File: src/rtl/keypad_pkg.sv
// Shared types and helpers for the keypad scanner and its downstream decoder.
// The optional auto-repeat feature lives in keypad_scanner, behind KEYPAD_SCAN_REPEAT_EN.
package keypad_pkg;

    typedef enum logic [1:0] {
        SCAN,
        DEBOUNCE,
        HELD
    } state_t;

    localparam logic [3:0] COL_FIRST = 4'b0001;

    // Exactly one bit set; zero or multiple rows means no key or a ghost.
    function automatic logic is_onehot(input logic [3:0] v);
        return (v != 4'b0000) && ((v & (v - 4'd1)) == 4'b0000);
    endfunction

    function automatic logic [3:0] next_col(input logic [3:0] c);
        return {c[2:0], c[3]};
    endfunction

endpackage

File: src/rtl/keypad_scanner_sync_2ff.sv
// Two-flop synchronizer for the asynchronous keypad row lines.
module sync_2ff #(
    parameter int W = 4
) (
    input  logic         clk,
    input  logic         rst_n,
    input  logic [W-1:0] d,
    output logic [W-1:0] q
);

    logic [W-1:0] meta;

    always_ff @(posedge clk or negedge rst_n) begin
        if (!rst_n) begin
            meta <= '0;
            q    <= '0;
        end else begin
            meta <= d;
            q    <= meta;
        end
    end

endmodule

File: src/rtl/keypad_scanner.sv
// 4x4 keypad column scanner with per-sample debounce of press and release.
// Define KEYPAD_SCAN_REPEAT_EN to emit repeat strobes while a key is held.
//
// state    | meaning
// ---------+------------------------------------------------------------
// SCAN     | rotating column drive, waiting for a single-row sample
// DEBOUNCE | column frozen, counting samples that match the candidate
// HELD     | key accepted, counting non-matching samples toward release
module keypad_scanner
    import keypad_pkg::*;
#(
    parameter int SCAN_DIV     = 50000,
    parameter int DEBOUNCE_CNT = 4,
    parameter int REPEAT_DIV   = 100
) (
    input  logic       clk,
    input  logic       rst_n,
    input  logic [3:0] row_in,
    output logic [3:0] col_drive,
    output logic [3:0] row,
    output logic [3:0] col,
    output logic       key_valid,
    output logic       key_strobe
);

    localparam int DW = $clog2(SCAN_DIV);
    localparam int MW = (DEBOUNCE_CNT > 1) ? $clog2(DEBOUNCE_CNT) : 1;
    localparam logic [DW-1:0] DCNT_LAST = DW'(SCAN_DIV - 1);
    localparam logic [MW-1:0] CNT_LAST  = MW'(DEBOUNCE_CNT - 1);

    if (SCAN_DIV < 4 || DEBOUNCE_CNT < 1 || REPEAT_DIV < 1) begin : g_param_check
        $error("keypad_scanner: invalid parameter set");
    end

    logic [3:0]    row_s;
    logic [DW-1:0] dcnt;
    logic          sample;
    state_t        state;
    logic [3:0]    cand_row;
    logic [3:0]    cand_col;
    logic [MW-1:0] mcnt;
    logic [MW-1:0] rcnt;

`ifdef KEYPAD_SCAN_REPEAT_EN
    localparam int RW = (REPEAT_DIV > 1) ? $clog2(REPEAT_DIV) : 1;
    localparam logic [RW-1:0] REP_LAST = RW'(REPEAT_DIV - 1);
    logic [RW-1:0] rep;
`endif

    sync_2ff #(.W(4)) u_sync (
        .clk   (clk),
        .rst_n (rst_n),
        .d     (row_in),
        .q     (row_s)
    );

    assign sample = (dcnt == DCNT_LAST);

    always_ff @(posedge clk or negedge rst_n) begin
        if (!rst_n) begin
            dcnt <= '0;
        end else if (sample) begin
            dcnt <= '0;
        end else begin
            dcnt <= dcnt + DW'(1);
        end
    end

    // All decisions are taken only on the last cycle of a dwell.
    always_ff @(posedge clk or negedge rst_n) begin
        if (!rst_n) begin
            state      <= SCAN;
            col_drive  <= COL_FIRST;
            cand_row   <= 4'b0000;
            cand_col   <= 4'b0000;
            mcnt       <= '0;
            rcnt       <= '0;
            row        <= 4'b0000;
            col        <= 4'b0000;
            key_valid  <= 1'b0;
            key_strobe <= 1'b0;
`ifdef KEYPAD_SCAN_REPEAT_EN
            rep        <= '0;
`endif
        end else begin
            key_strobe <= 1'b0;
            if (sample) begin
                unique case (state)
                    SCAN: begin
                        if (is_onehot(row_s)) begin
                            cand_row <= row_s;
                            cand_col <= col_drive;
                            if (DEBOUNCE_CNT == 1) begin
                                row        <= row_s;
                                col        <= col_drive;
                                key_valid  <= 1'b1;
                                key_strobe <= 1'b1;
                                rcnt       <= '0;
`ifdef KEYPAD_SCAN_REPEAT_EN
                                rep        <= '0;
`endif
                                state      <= HELD;
                            end else begin
                                mcnt  <= MW'(1);
                                state <= DEBOUNCE;
                            end
                        end else begin
                            col_drive <= next_col(col_drive);
                        end
                    end

                    DEBOUNCE: begin
                        if (row_s == cand_row) begin
                            if (mcnt == CNT_LAST) begin
                                row        <= cand_row;
                                col        <= cand_col;
                                key_valid  <= 1'b1;
                                key_strobe <= 1'b1;
                                mcnt       <= '0;
                                rcnt       <= '0;
`ifdef KEYPAD_SCAN_REPEAT_EN
                                rep        <= '0;
`endif
                                state      <= HELD;
                            end else begin
                                mcnt <= mcnt + MW'(1);
                            end
                        end else begin
                            mcnt      <= '0;
                            col_drive <= next_col(col_drive);
                            state     <= SCAN;
                        end
                    end

                    HELD: begin
                        if (row_s == row) begin
                            rcnt <= '0;
`ifdef KEYPAD_SCAN_REPEAT_EN
                            if (rep == REP_LAST) begin
                                key_strobe <= 1'b1;
                                rep        <= '0;
                            end else begin
                                rep <= rep + RW'(1);
                            end
`endif
                        end else begin
`ifdef KEYPAD_SCAN_REPEAT_EN
                            rep <= '0;
`endif
                            if (rcnt == CNT_LAST) begin
                                rcnt      <= '0;
                                key_valid <= 1'b0;
                                col_drive <= next_col(col_drive);
                                state     <= SCAN;
                            end else begin
                                rcnt <= rcnt + MW'(1);
                            end
                        end
                    end

                    default: begin
                        state <= SCAN;
                    end
                endcase
            end
        end
    end

endmodule

File: config.mk
export PLATFORM = sky130hd
export DESIGN_NAME = keypad_scanner
export DESIGN_NICKNAME = d
export VERILOG_FILES = /design/src/rtl/keypad_pkg.sv /design/src/rtl/keypad_scanner_sync_2ff.sv /design/src/rtl/keypad_scanner.sv
export SDC_FILE = /design/constraint.sdc
export NUM_CORES = 1
export LEC_CHECK = 0
export CELL_PAD_IN_SITES_DETAIL_PLACEMENT = 0
export CELL_PAD_IN_SITES_GLOBAL_PLACEMENT = 1
export CORE_ASPECT_RATIO = 1.25
export CORE_MARGIN = 2
export CORE_UTILIZATION = 50
export CTS_CLUSTER_SIZE = 28
export DETAILED_ROUTE_END_ITERATION = 16
export PLACE_DENSITY_LB_ADDON = 0.1
export SETUP_SLACK_MARGIN = 0.5
export SYNTH_ARGS = -nofsm -noshare
export SYNTH_HDL_FRONTEND = slang
export SYNTH_SLANG_ARGS = --single-unit
File: constraint.sdc
create_clock -name clk -period 6.2 [get_ports clk]
set_input_delay 1.86 -clock clk [delete_from_list [all_inputs] [get_ports clk]]
set_output_delay 1.86 -clock clk [all_outputs]
set_load 0.1 [all_outputs]
# After elaboration in Yosys (flattened, before gate mapping)

Index checks and enable logic that the tools add are counted.

Register bits: 52
Output and inout port bits: 14

Add/sub/neg operators: 4
Equal/unequal tests: 15
Mux-type cells: 29
Bitwise operators: 1
Reduce and logical (&&, ||, !) cells: 14

Operators by type and width:

| kind                                             | number |
|---|---|
| two-way mux 2 bit                                | 11 |
| adder 16 x 1 -> 16 bit, second input constant    | 1 |
| == test 16 bit, second input constant            | 1 |
| two-way mux 16 bit                               | 1 |
| two-way mux 4 bit                                | 4 |
| != test 2 bit, second input constant             | 7 |
| one-hot mux 4 bit (3 select lines)               | 1 |
| AND reduction 6 bit                              | 2 |
| == test 4 bit                                    | 2 |
| two-way mux 1 bit                                | 8 |
| one-hot mux 2 bit (2 select lines)               | 2 |
| AND reduction 4 bit                              | 2 |
| == test 2 bit, second input constant             | 3 |
| one-hot mux 2 bit (3 select lines)               | 1 |
| AND reduction 3 bit                              | 2 |
| AND reduction 5 bit                              | 1 |
| adder 2 x 1 -> 2 bit, second input constant      | 2 |
| bitwise AND 4 bit                                | 1 |
| logical NOT 4 bit                                | 1 |
| nonzero test 2 bit                               | 2 |
| nonzero test 4 bit                               | 1 |
| subtractor 4 x 1 -> 4 bit, second input constant | 1 |
| != test 3 bit, second input constant             | 1 |
| nonzero test 3 bit                               | 1 |
| other kinds (4)                                  | 4 |

# Logic depth before layout (Yosys ltp)

Gate-level depths: netlist (run 1).

Depth after elaboration: 6
Depth in mapped cells: 7

# Hierarchy

From an unflattened synthesis (run 1), not the netlist that was laid out.

Cells, all modules: 179
Area total of the unflattened synthesis: 2,268.4 um^2

Modules (own cells, without submodules):

| module         | times used | cells each | area an instance (um^2) |
|---|---|---|---|
| keypad_scanner | 1          | 171        | 2,068.2 |
| sync_2ff       | 1          | 8          | 200.2 |

# Worst setup path before layout (run 1)

OpenSTA, ideal clock, no wires.

Path kind: register -> output
Start: register row[0]
End: output port row[0]
Arrival: 922 ps
Path slack: 3,418 ps
Cell stages (with the launch flop): 1
Cell sequence: dfrtp_1

RTL lines:

| item                   | line                  | text |
|---|---|---|
| start, declared        | keypad_scanner.sv:20  | `output logic [3:0] row,` |
| start signal, assigned | keypad_scanner.sv:94  | `row <= row_s;` |
| start signal, assigned | keypad_scanner.sv:115 | `row <= cand_row;` |

No word-level cell between the ends.

# Final worst setup path (run 1)

Start: register col_drive[0]
End: output port col_drive[0]

RTL lines:

| item                   | line                  | text |
|---|---|---|
| start, declared        | keypad_scanner.sv:19  | `output logic [3:0] col_drive,` |
| start signal, assigned | keypad_scanner.sv:108 | `col_drive <= next_col(col_drive);` |
| start signal, assigned | keypad_scanner.sv:130 | `col_drive <= next_col(col_drive);` |
| start signal, assigned | keypad_scanner.sv:153 | `col_drive <= next_col(col_drive);` |

No word-level cell between the ends.

==> flow_summary.yaml, run 1 <==
global_routing:
  grtUsageMet1_pct: 20.7
  antenna_found_initial: 0
  grt_use_total_pct: 17.2
  grt_overflow_total: 0
  grt_max_degree: 53
  use_met2_pct: 30.1
  grt_util_met3_pct: 3.81
  grt_pass1_vias: 1424
  grt.busiest_layer: "met2"
  grt_pass1_wl_um: 6820
finish:
  syn_to_final_growth_pct: 14.3
  drive_gt1_share_pct: 16.5
  nNetsFinal: 214
  antenna_cells: 0
clock_tree:
  htreeDepth: 2
  cts_resized: 0
  clkLatencyLatePin_ns: 0.30
  ctsHoldBuffers: 0
  postCtsSetupBuffers: 0
  cts_root_buffer: "clkbuf_8"
  clk_pin_slew_worst_paths_ns: 0.09
  cts.sinks: 52
  numCtsBuffers: 5
  cts_tree: "built"
  clockBufferDepth: 2
die:
  die_w_um: 64.7
  start_util_pct: 52.0
  die_y_um: 79.8
  core_area_sq_um: 4430
  placementRows: 27
  die-area_sq_um: 5160
  io_pins: 20
pwr:
  ir_drop_mv: 0.114
  p_leak_nw: 1.22
  power.density_nw_per_um2: 220
logic_synthesis:
  yosysTopAreaCellShare_pct: 55.5
  yosysWarnings: 0
  synth_top_cell_by_area: "dfrtp_1"
  syn_area_sq_um: 2300
  ys_seq_area_share_pct: 56.6
  synth_area_leaders: "dfrtp_1 (55%), mux2_2 (6.4%), mux2_4 (5.2%)"
  synth_cell_types: 40
  synth_fp_nets: 193
  ys_ff_latch: 52
  synth.avg_cell_area_sq_um: 12.5
  synthCells: 184
worst_setup_path:
  crit_fanout: 4
  crit_family: "buffers and inverters"
  slowest_stage: "clkdlybuf4s50_1"
  cp_data_required_time_ns: 4.34
  arrival_ns: 1.99
  crit_path_end_kind: "output port"
  crit_buf_inv: 1
  max_stage_delay_ns: 1.13
  crit_chain: "clkdlybuf4s50_1"
  criticalPathCategory: "reg2out"
  crit_path_start_kind: "flip-flop"
detailed_routing:
  dr.pass1.iters: 4
  wire_per_inst_um: 14.1
  drtAntennaViolNets: 0
  drtIter0Drc: 70
  vias: 1438
  viasPerCell: 5.45
  wl_um: 3710
  drc: 0
sta:
  hold_viol: 0
  timing.hold.ws_ns: 0.358
  min_period_ns: 3.85
  rsz0062_at_grt: "false"
  max_freq_ghz: 0.260
  slew_headroom_pct: 26.4
  fin_skew_ns: 0.00794
  setup-violations-final: 0
  final.period_utilization_pct: 62.1
  slew_viol_final: 0
  worst_slew_pin_slew_ns: 1.10
  final.setup.tns_ns: 0
placed_design:
  gp_congestion: 0.773
  place_hpwl_um: 2730
  io_buffers: 19
hold_path:
  hold_path.class: "reg2reg"
run:
  maxCapViolCount: 0
outcome:
  outcome: "complete, no violations"
layout make-up:
| type | instances | area [sq um] |
|---|---|---|
| Fill cell | 383 | 1800 |
| Sequential cell | 52 | 1300 |
| Multi-Input combinational cell | 125 | 956 |
| Timing Repair Buffer | 19 | 185 |
| Clock buffer | 7 | 76.3 |
| Tap cell | 58 | 72.6 |
| Clock inverter | 1 | 30.0 |
| Inverter | 2 | 7.51 |
routing by layer:
metal | up-vias | share of wire [%]
met5 | - | 0
met4 | 0 | 1.6
met3 | 8 | 2.6
met2 | 25 | 54
met1 | 719 | 42
li1 | 686 | -
state kept, by name (all words and copies together), names as in the netlist:
register and count:
rcnt 2, cand_col 4, col 4, dcnt 16, cand_row 4, row 4, u_sync.q 4, key_strobe 1
key_valid 1, u_sync.meta 4, state 2, mcnt 2, col_drive 4
power breakdown:
part           total [mW]  internal (mW)  switching [mW]
Combinational      0.0140        0.00521         0.00879
Clock               0.221          0.121           0.101
Sequential          0.344          0.341         0.00281
final timing paths:
| kind | startpoint | endpoint | slack [ns] | depth (start not counted) |
|---|---|---|---|---|
| worst max-delay path | col_drive[0] | col_drive[0] | 2.35 | 1 |
| worst min register to register | u_sync.meta[3] | u_sync.q[3] | 0.36 | 0 |
| max in group asynchronous | rst_n | col[0] | 3.75 | 1 |
| worst min-delay path | u_sync.meta[3] | u_sync.q[3] | 0.36 | 0 |
| min in group asynchronous | rst_n | row[0] | 1.77 | 1 |
| worst max register to register | dcnt[0] | col[0] | 3.84 | 5 |
layout by cell type (no fill, tap or decap), types with 2 or more instances in the layout:
master	count
or4b_1	2
and2_1	2
ha_1	3
a21oi_1	2
xor2_1	11
clkbuf_1	2
dfrtp_1	51
nand4_1	7
o21ai_0	5
nor3_1	4
xnor2_1	11
clkdlybuf4s50_1	18
nand2_1	13
nand3_1	4
clkbuf_8	5
mux2_4	8
nor2_1	13
inv_1	2
mux2_2	13
and3_1	6
nor4b_1	2
and4bb_2	2
through the flow:
| step | std cells | area [sq um] | setup slack (ns) | total power, mW | utilization [%] |
|---|---|---|---|---|---|
| 6_report | 264 | 2630 | 2.35 | 0.580 | 59.4 |
| 4_1_cts | 264 | 2630 | 2.34 | 0.590 | 59.4 |
| 5_1_grt | 264 | 2630 | 2.31 | 0.609 | 59.4 |
| 3_5_place_dp | 256 | 2520 | 2.68 | 0.366 | 57.0 |
| 3_3_place_gp | 256 | 2520 | 2.69 | 0.365 | 57.0 |
| 2_1_floorplan | 184 | 2300 | 3.42 | 0.356 | - |
logic make-up (layout without fill, tap and decap cells):
kind of cell	count (synthesis)	count (layout)	synth area share (%)
AOI/OAI and AO/OA	13	13	3.70
xor gates and xnor gates	22	22	8.37
adders and majority gates	3	3	1.63
buffers and inverters	7	29	1.85
DFF	52	52	56.6
muxes	21	21	11.6
and+or+nand+nor	66	66	16.3
cells in the mapped netlist:
library cell	instances
clkbuf_2	1
nor2b_1	1
nand2b_1	1
xnor2_1	11
nor4b_1	2
dfrtp_1	51
o21bai_1	1
buf_6	2
or4b_1	2
nor3_2	1
nor4bb_1	1
and4_1	1
and3_1	6
or2_2	1
inv_1	2
or3_1	1
o311ai_1	1
nor3_1	4
xor2_1	11
mux2_2	13
a21oi_1	2
or2_1	1
and4bb_2	2
nor4_1	1
nand4_1	7
nand2_1	13
ha_1	3
dfstp_2	1
nor2_1	13
nand2_2	1
nand3b_1	1
and2_1	2
a221o_1	1
mux2_4	8
o311ai_0	1
o21a_1	1
a21o_1	1
o21ai_0	5
clkbuf_1	2
nand3_1	4
Power figures use the tool's default switching activity.
==> run 2: changes to the inputs <==
- CORE_UTILIZATION: 50 -> 42
- clock period: 6.2 -> 3.25 ns (I/O delays scaled with it)
==> run 2 against run 1 <==
Die area increased by 18%. Total power is 100% higher. Design area rose by 0.38%. Register-to-register slack got worse by 2.9 ns. Via count up 0.76%. Critical path type is now reg2reg. Largest power group unchanged. Highest routed layer unchanged.
==> flow_summary.yaml, run 2 (synthesis results as in run 1) <==
worst_setup_path:
  rr_worst_depth: 5
  criticalPathCategory: "reg2reg"
  cp_data_required_time_ns: 3.43
  endpoint: "row[0]"
  crit_path_start_kind: "flip-flop"
  crit_fanout: 10
  r2r_slack_ns: 0.91
  crit_path_start: "dcnt[0]"
  crit_path_end_kind: "flip-flop"
  arrival_ns: 2.52
  rr_endpoint: "row[0]"
  r2r-start: "dcnt[0]"
sta:
  max_freq_ghz: 0.428
  rsz0062_at_grt: "false"
  slew_viol_final: 0
  final.setup.tns_ns: 0
  hold_viol: 0
  slew_headroom_pct: 44.5
  worst_slew_pin_slew_ns: 0.828
  final.period_utilization_pct: 72.0
  setup-violations-final: 0
  min_period_ns: 2.34
  fin_skew_ns: 0.00548
global_routing:
  grt_pass1_wl_um: 7320
  grt_pass1_vias: 1592
  grt_overflow_total: 0
  antenna_found_initial: 0
  grt_use_total_pct: 15.4
  grt_max_degree: 22
die:
  placementRows: 30
  core_area_sq_um: 5370
  start_util_pct: 42.9
  die_y_um: 86.8
  io_pins: 20
  die-area_sq_um: 6090
  die_w_um: 70.2
finish:
  layout_common_cells: "dfrtp_1 (51), buf_4 (16), nand2_1 (13), nor2_1 (13), mux2_2 (13)"
  drive_gt1_share_pct: 24.6
  syn_to_final_growth_pct: 14.7
  largest_reg_flops: 16
  top_register: "dcnt"
  final_core_utilization_pct: 49.2
  fillers: 501
  antenna_cells: 0
  layout_commonest_cell: "dfrtp_1"
  nNetsFinal: 216
pwr:
  internal_power_mw: 0.966
  ir_drop_mv: 0.273
  p_comb_share_pct: 2.5
  power.density_nw_per_um2: 449
  power.total_mw: 1.18
  clockPowerShare_pct: 42.1
  swShare_pct: 18.4
  p_sw_mw: 0.218
  power_frac_seq_pct: 55.5
  p_leak_nw: 1.27
clock_tree:
  clkLatencyLatePin_ns: 0.29
  cts_resized: 0
  cts_tree: "built"
  htreeDepth: 2
  cts.sinks: 52
  ctsHoldBuffers: 0
  numCtsBuffers: 5
  clockBufferDepth: 2
  clk_pin_slew_worst_paths_ns: 0.09
  cts_root_buffer: "clkbuf_8"
  postCtsSetupBuffers: 0
detailed_routing:
  drtAntennaViolNets: 0
  viasPerCell: 5.35
  drc: 0
  vias: 1449
  dr.pass1.iters: 4
  wl_um: 4230
  drtIter0Drc: 59
  wire_per_inst_um: 15.6
placed_design:
  place_hpwl_um: 3110
  gp_congestion: 0.748
  io_buffers: 19
run:
  maxCapViolCount: 0
outcome:
  outcome: "complete, no violations"
hold_path:
  hold_path.class: "reg2reg"
-- run 2: how the worst min path moves through the flow --
stage / startpoint / to / depth (start not counted)
after floorplan: u_sync.meta[0] / u_sync.q[0] / 0
after global placement: u_sync.meta[1] / u_sync.q[1] / 0
after detailed placement: u_sync.meta[2] / u_sync.q[2] / 0
after CTS: u_sync.meta[2] / u_sync.q[2] / 0
after global routing: u_sync.meta[0] / u_sync.q[0] / 0
final: u_sync.meta[1] / u_sync.q[1] / 0
-- run 2: per-layer routing --
| metal | part of all wire [%] | vias up | wire, um | track usage, % |
|---|---|---|---|---|
| met3 | 2.7 | 8 | 116 | 3.49 |
| met5 | 0 | - | 0 | 0 |
| li1 | - | 688 | - | - |
| met2 | 53 | 25 | 2230 | 28.3 |
| met1 | 43 | 728 | 1810 | 16.7 |
| met4 | 1.8 | 0 | 77 | 7.69 |
-- run 2: power by group through the flow --
stage | Sequential, mW | Combinational (mW) | Clock, mW
after floorplan | 0.667 | 0.0121 | 0
after global placement | 0.669 | 0.0293 | 0
after detailed placement | 0.670 | 0.0305 | 0
after CTS | 0.657 | 0.0308 | 0.512
after global routing | 0.658 | 0.0341 | 0.541
final | 0.657 | 0.0292 | 0.498
-- run 2: area by class of cell --
cell class,count,area (sq um),area share (%)
multi-input combinational,125,956,36.2
clock inverter,2,60.1,2.27
sequential,52,1300,49.3
clock buffer,5,68.8,2.61
inverter,2,7.51,0.284
timing repair buffer,21,165,6.26
tap,64,80.1,3.03
-- run 2: critical path, cell delays in order, from the launching register on --
cell and delay [ns]:
dfrtp_1 0.42, ha_1 0.20, and3_1 0.25, nand4_1 0.19
nor3_2 0.74, mux2_2 0.42
-- run 2: through the flow --
step	cells	instance area (sq um)	worst slack, ns	hold slack, ns
after floorplan	184	2300	1.06	0.331
after global placement	264	2510	1.00	0.333
after detailed placement	264	2510	0.932	0.336
after CTS	271	2640	0.912	0.357
after global routing	271	2640	0.739	0.361
final	271	2640	0.912	0.354
==> run 3: changes to the inputs <==
- clock period: 3.25 -> 2 ns (I/O delays scaled with it)
==> run 3 against run 2 <==
Register-to-register slack worse by 0.84 ns. Combinational power rose to 2.9 times the previous value. Total power up 49%. Fmax up 21%. Highest routed layer unchanged.
==> flow_summary.yaml, run 3 (synthesis results as in run 1) <==
global_routing:
  grt_overflow_total: 0
  antenna_found_initial: 0
  grt_use_total_pct: 17.3
  grt_max_degree: 22
  grt_pass1_wl_um: 8270
  grt_pass1_vias: 1755
clock_tree:
  ctsHoldBuffers: 0
  cts_tree: "built"
  clkLatencyLatePin_ns: 0.30
  htreeDepth: 2
  clockBufferDepth: 2
  clk_pin_slew_worst_paths_ns: 0.09
  cts_root_buffer: "clkbuf_8"
  numCtsBuffers: 5
  cts.sinks: 52
finish:
  antenna_cells: 0
  layout_common_cells: "dfrtp_1 (43), buf_4 (30), mux2_4 (21)"
  layout_commonest_cell: "dfrtp_1"
  final_core_utilization_pct: 64.1
  nNetsFinal: 263
  largest_reg_flops: 16
  top_register: "dcnt"
  instances_no_fill: 319
  syn_to_final_growth_pct: 49.6
  drive_gt1_share_pct: 53.7
sta:
  worst_slew_pin_slew_ns: 0.481
  final.setup.tns_ns: 0
  hold_viol: 0
  setup_ws_ns: 0.0683
  final.period_utilization_pct: 96.6
  rsz0062_at_grt: "true"
  fin_skew_ns: 0.00728
  max_freq_ghz: 0.518
  setup-violations-final: 0
  min_period_ns: 1.93
  slew_headroom_pct: 67.9
  timing.hold.ws_ns: 0.247
  slew_viol_final: 0
worst_setup_path:
  rr_endpoint: "cand_row[2]"
  arrival_ns: 2.12
  crit_path_end_kind: "flip-flop"
  criticalPathCategory: "reg2reg"
  r2r-start: "u_sync.q[1]"
  crit_path_start_kind: "flip-flop"
  cp_data_required_time_ns: 2.19
  rr_worst_depth: 6
  r2r_slack_ns: 0.07
  crit_fanout: 5
die:
  die-area_sq_um: 6090
  io_pins: 20
  die_y_um: 86.8
  start_util_pct: 42.9
  core_area_sq_um: 5370
  placementRows: 30
  die_w_um: 70.2
detailed_routing:
  drtAntennaViolNets: 0
  viasPerCell: 5.22
  drtIter0Drc: 77
  drc: 0
  wire_per_inst_um: 15.6
  vias: 1666
  wl_um: 4980
  dr.pass1.iters: 4
placed_design:
  io_buffers: 19
  placed_cells: 285
  gp_congestion: 0.846
  place_hpwl_um: 3270
  dp_slack_ns: -0.0345
run:
  maxCapViolCount: 0
hold_path:
  hold_path.class: "in2async"
pwr:
  power.density_nw_per_um2: 514
  p_leak_nw: 1.60
  ir_drop_mv: 0.314
outcome:
  outcome: "complete, no violations"
## run 3: changes by cell type in the layout (fill, tap and decap cells not counted), sizes merged
cell      before  now
buf           17   64
bufinv         2    0
clkbuf         5    7
clkinvlp       0    1
## run 3: timing repair
item	in CTS	in global routing
resized for setup	37	31
hold endpoints to repair	0	0
cloned	0	0
pin swaps	20	11
setup buffers	20	6
endpoints found under the setup margin	43	52
## run 3: critical path, stage by stage (launching register included)
cell,delay [ns]
dfrtp_1,0.41
or4b_4,0.55
o311ai_4,0.11
nand2_2,0.08
or2_4,0.25
buf_6,0.14
mux2_4,0.29
## run 3: layout make-up
cell class                      instances  area, sq um
Sequential cell                        52         1320
Fill cell                             414         1920
Multi-Input combinational cell        125         1180
Inverter                                2         7.51
Clock buffer                            7         86.3
Clock inverter                          1         7.51
Tap cell                               64         80.1
Timing Repair Buffer                   68          764
## run 3: where the power goes
part           internal [mW]  leakage, nW  switching (mW)  total (mW)
sequential              1.06        0.677         0.00558        1.06
combinational         0.0390        0.881          0.0444      0.0835
clock                  0.282       0.0445           0.340       0.622
## run 3: routing by layer
metal	global-route usage (%)	share of wire (%)	up-vias
met4	6.64	2.5	0
met3	3.26	2.7	12
met5	0	0	-
met2	31.7	54	27
met1	20.0	41	843
li1	-	-	784
## run 3: worst max path at each step
stage          slack, ns        start           end
6_report            0.07  u_sync.q[1]   cand_row[2]
5_1_grt          -0.0007  u_sync.q[1]  col_drive[1]
2_1_floorplan       0.06  u_sync.q[2]   cand_col[0]
4_1_cts             0.06  u_sync.q[1]   cand_row[2]
3_3_place_gp       -0.03  u_sync.q[1]  col_drive[2]
3_5_place_dp       -0.03  u_sync.q[1]  col_drive[2]
## run 3: metrics by stage
step                      power [mW]  area [sq um]
after floorplan                 1.10          2330
after global placement          1.15          2870
after detailed placement        1.15          2870
after CTS                       1.78          3280
after global routing            1.83          3440
final                           1.77          3440
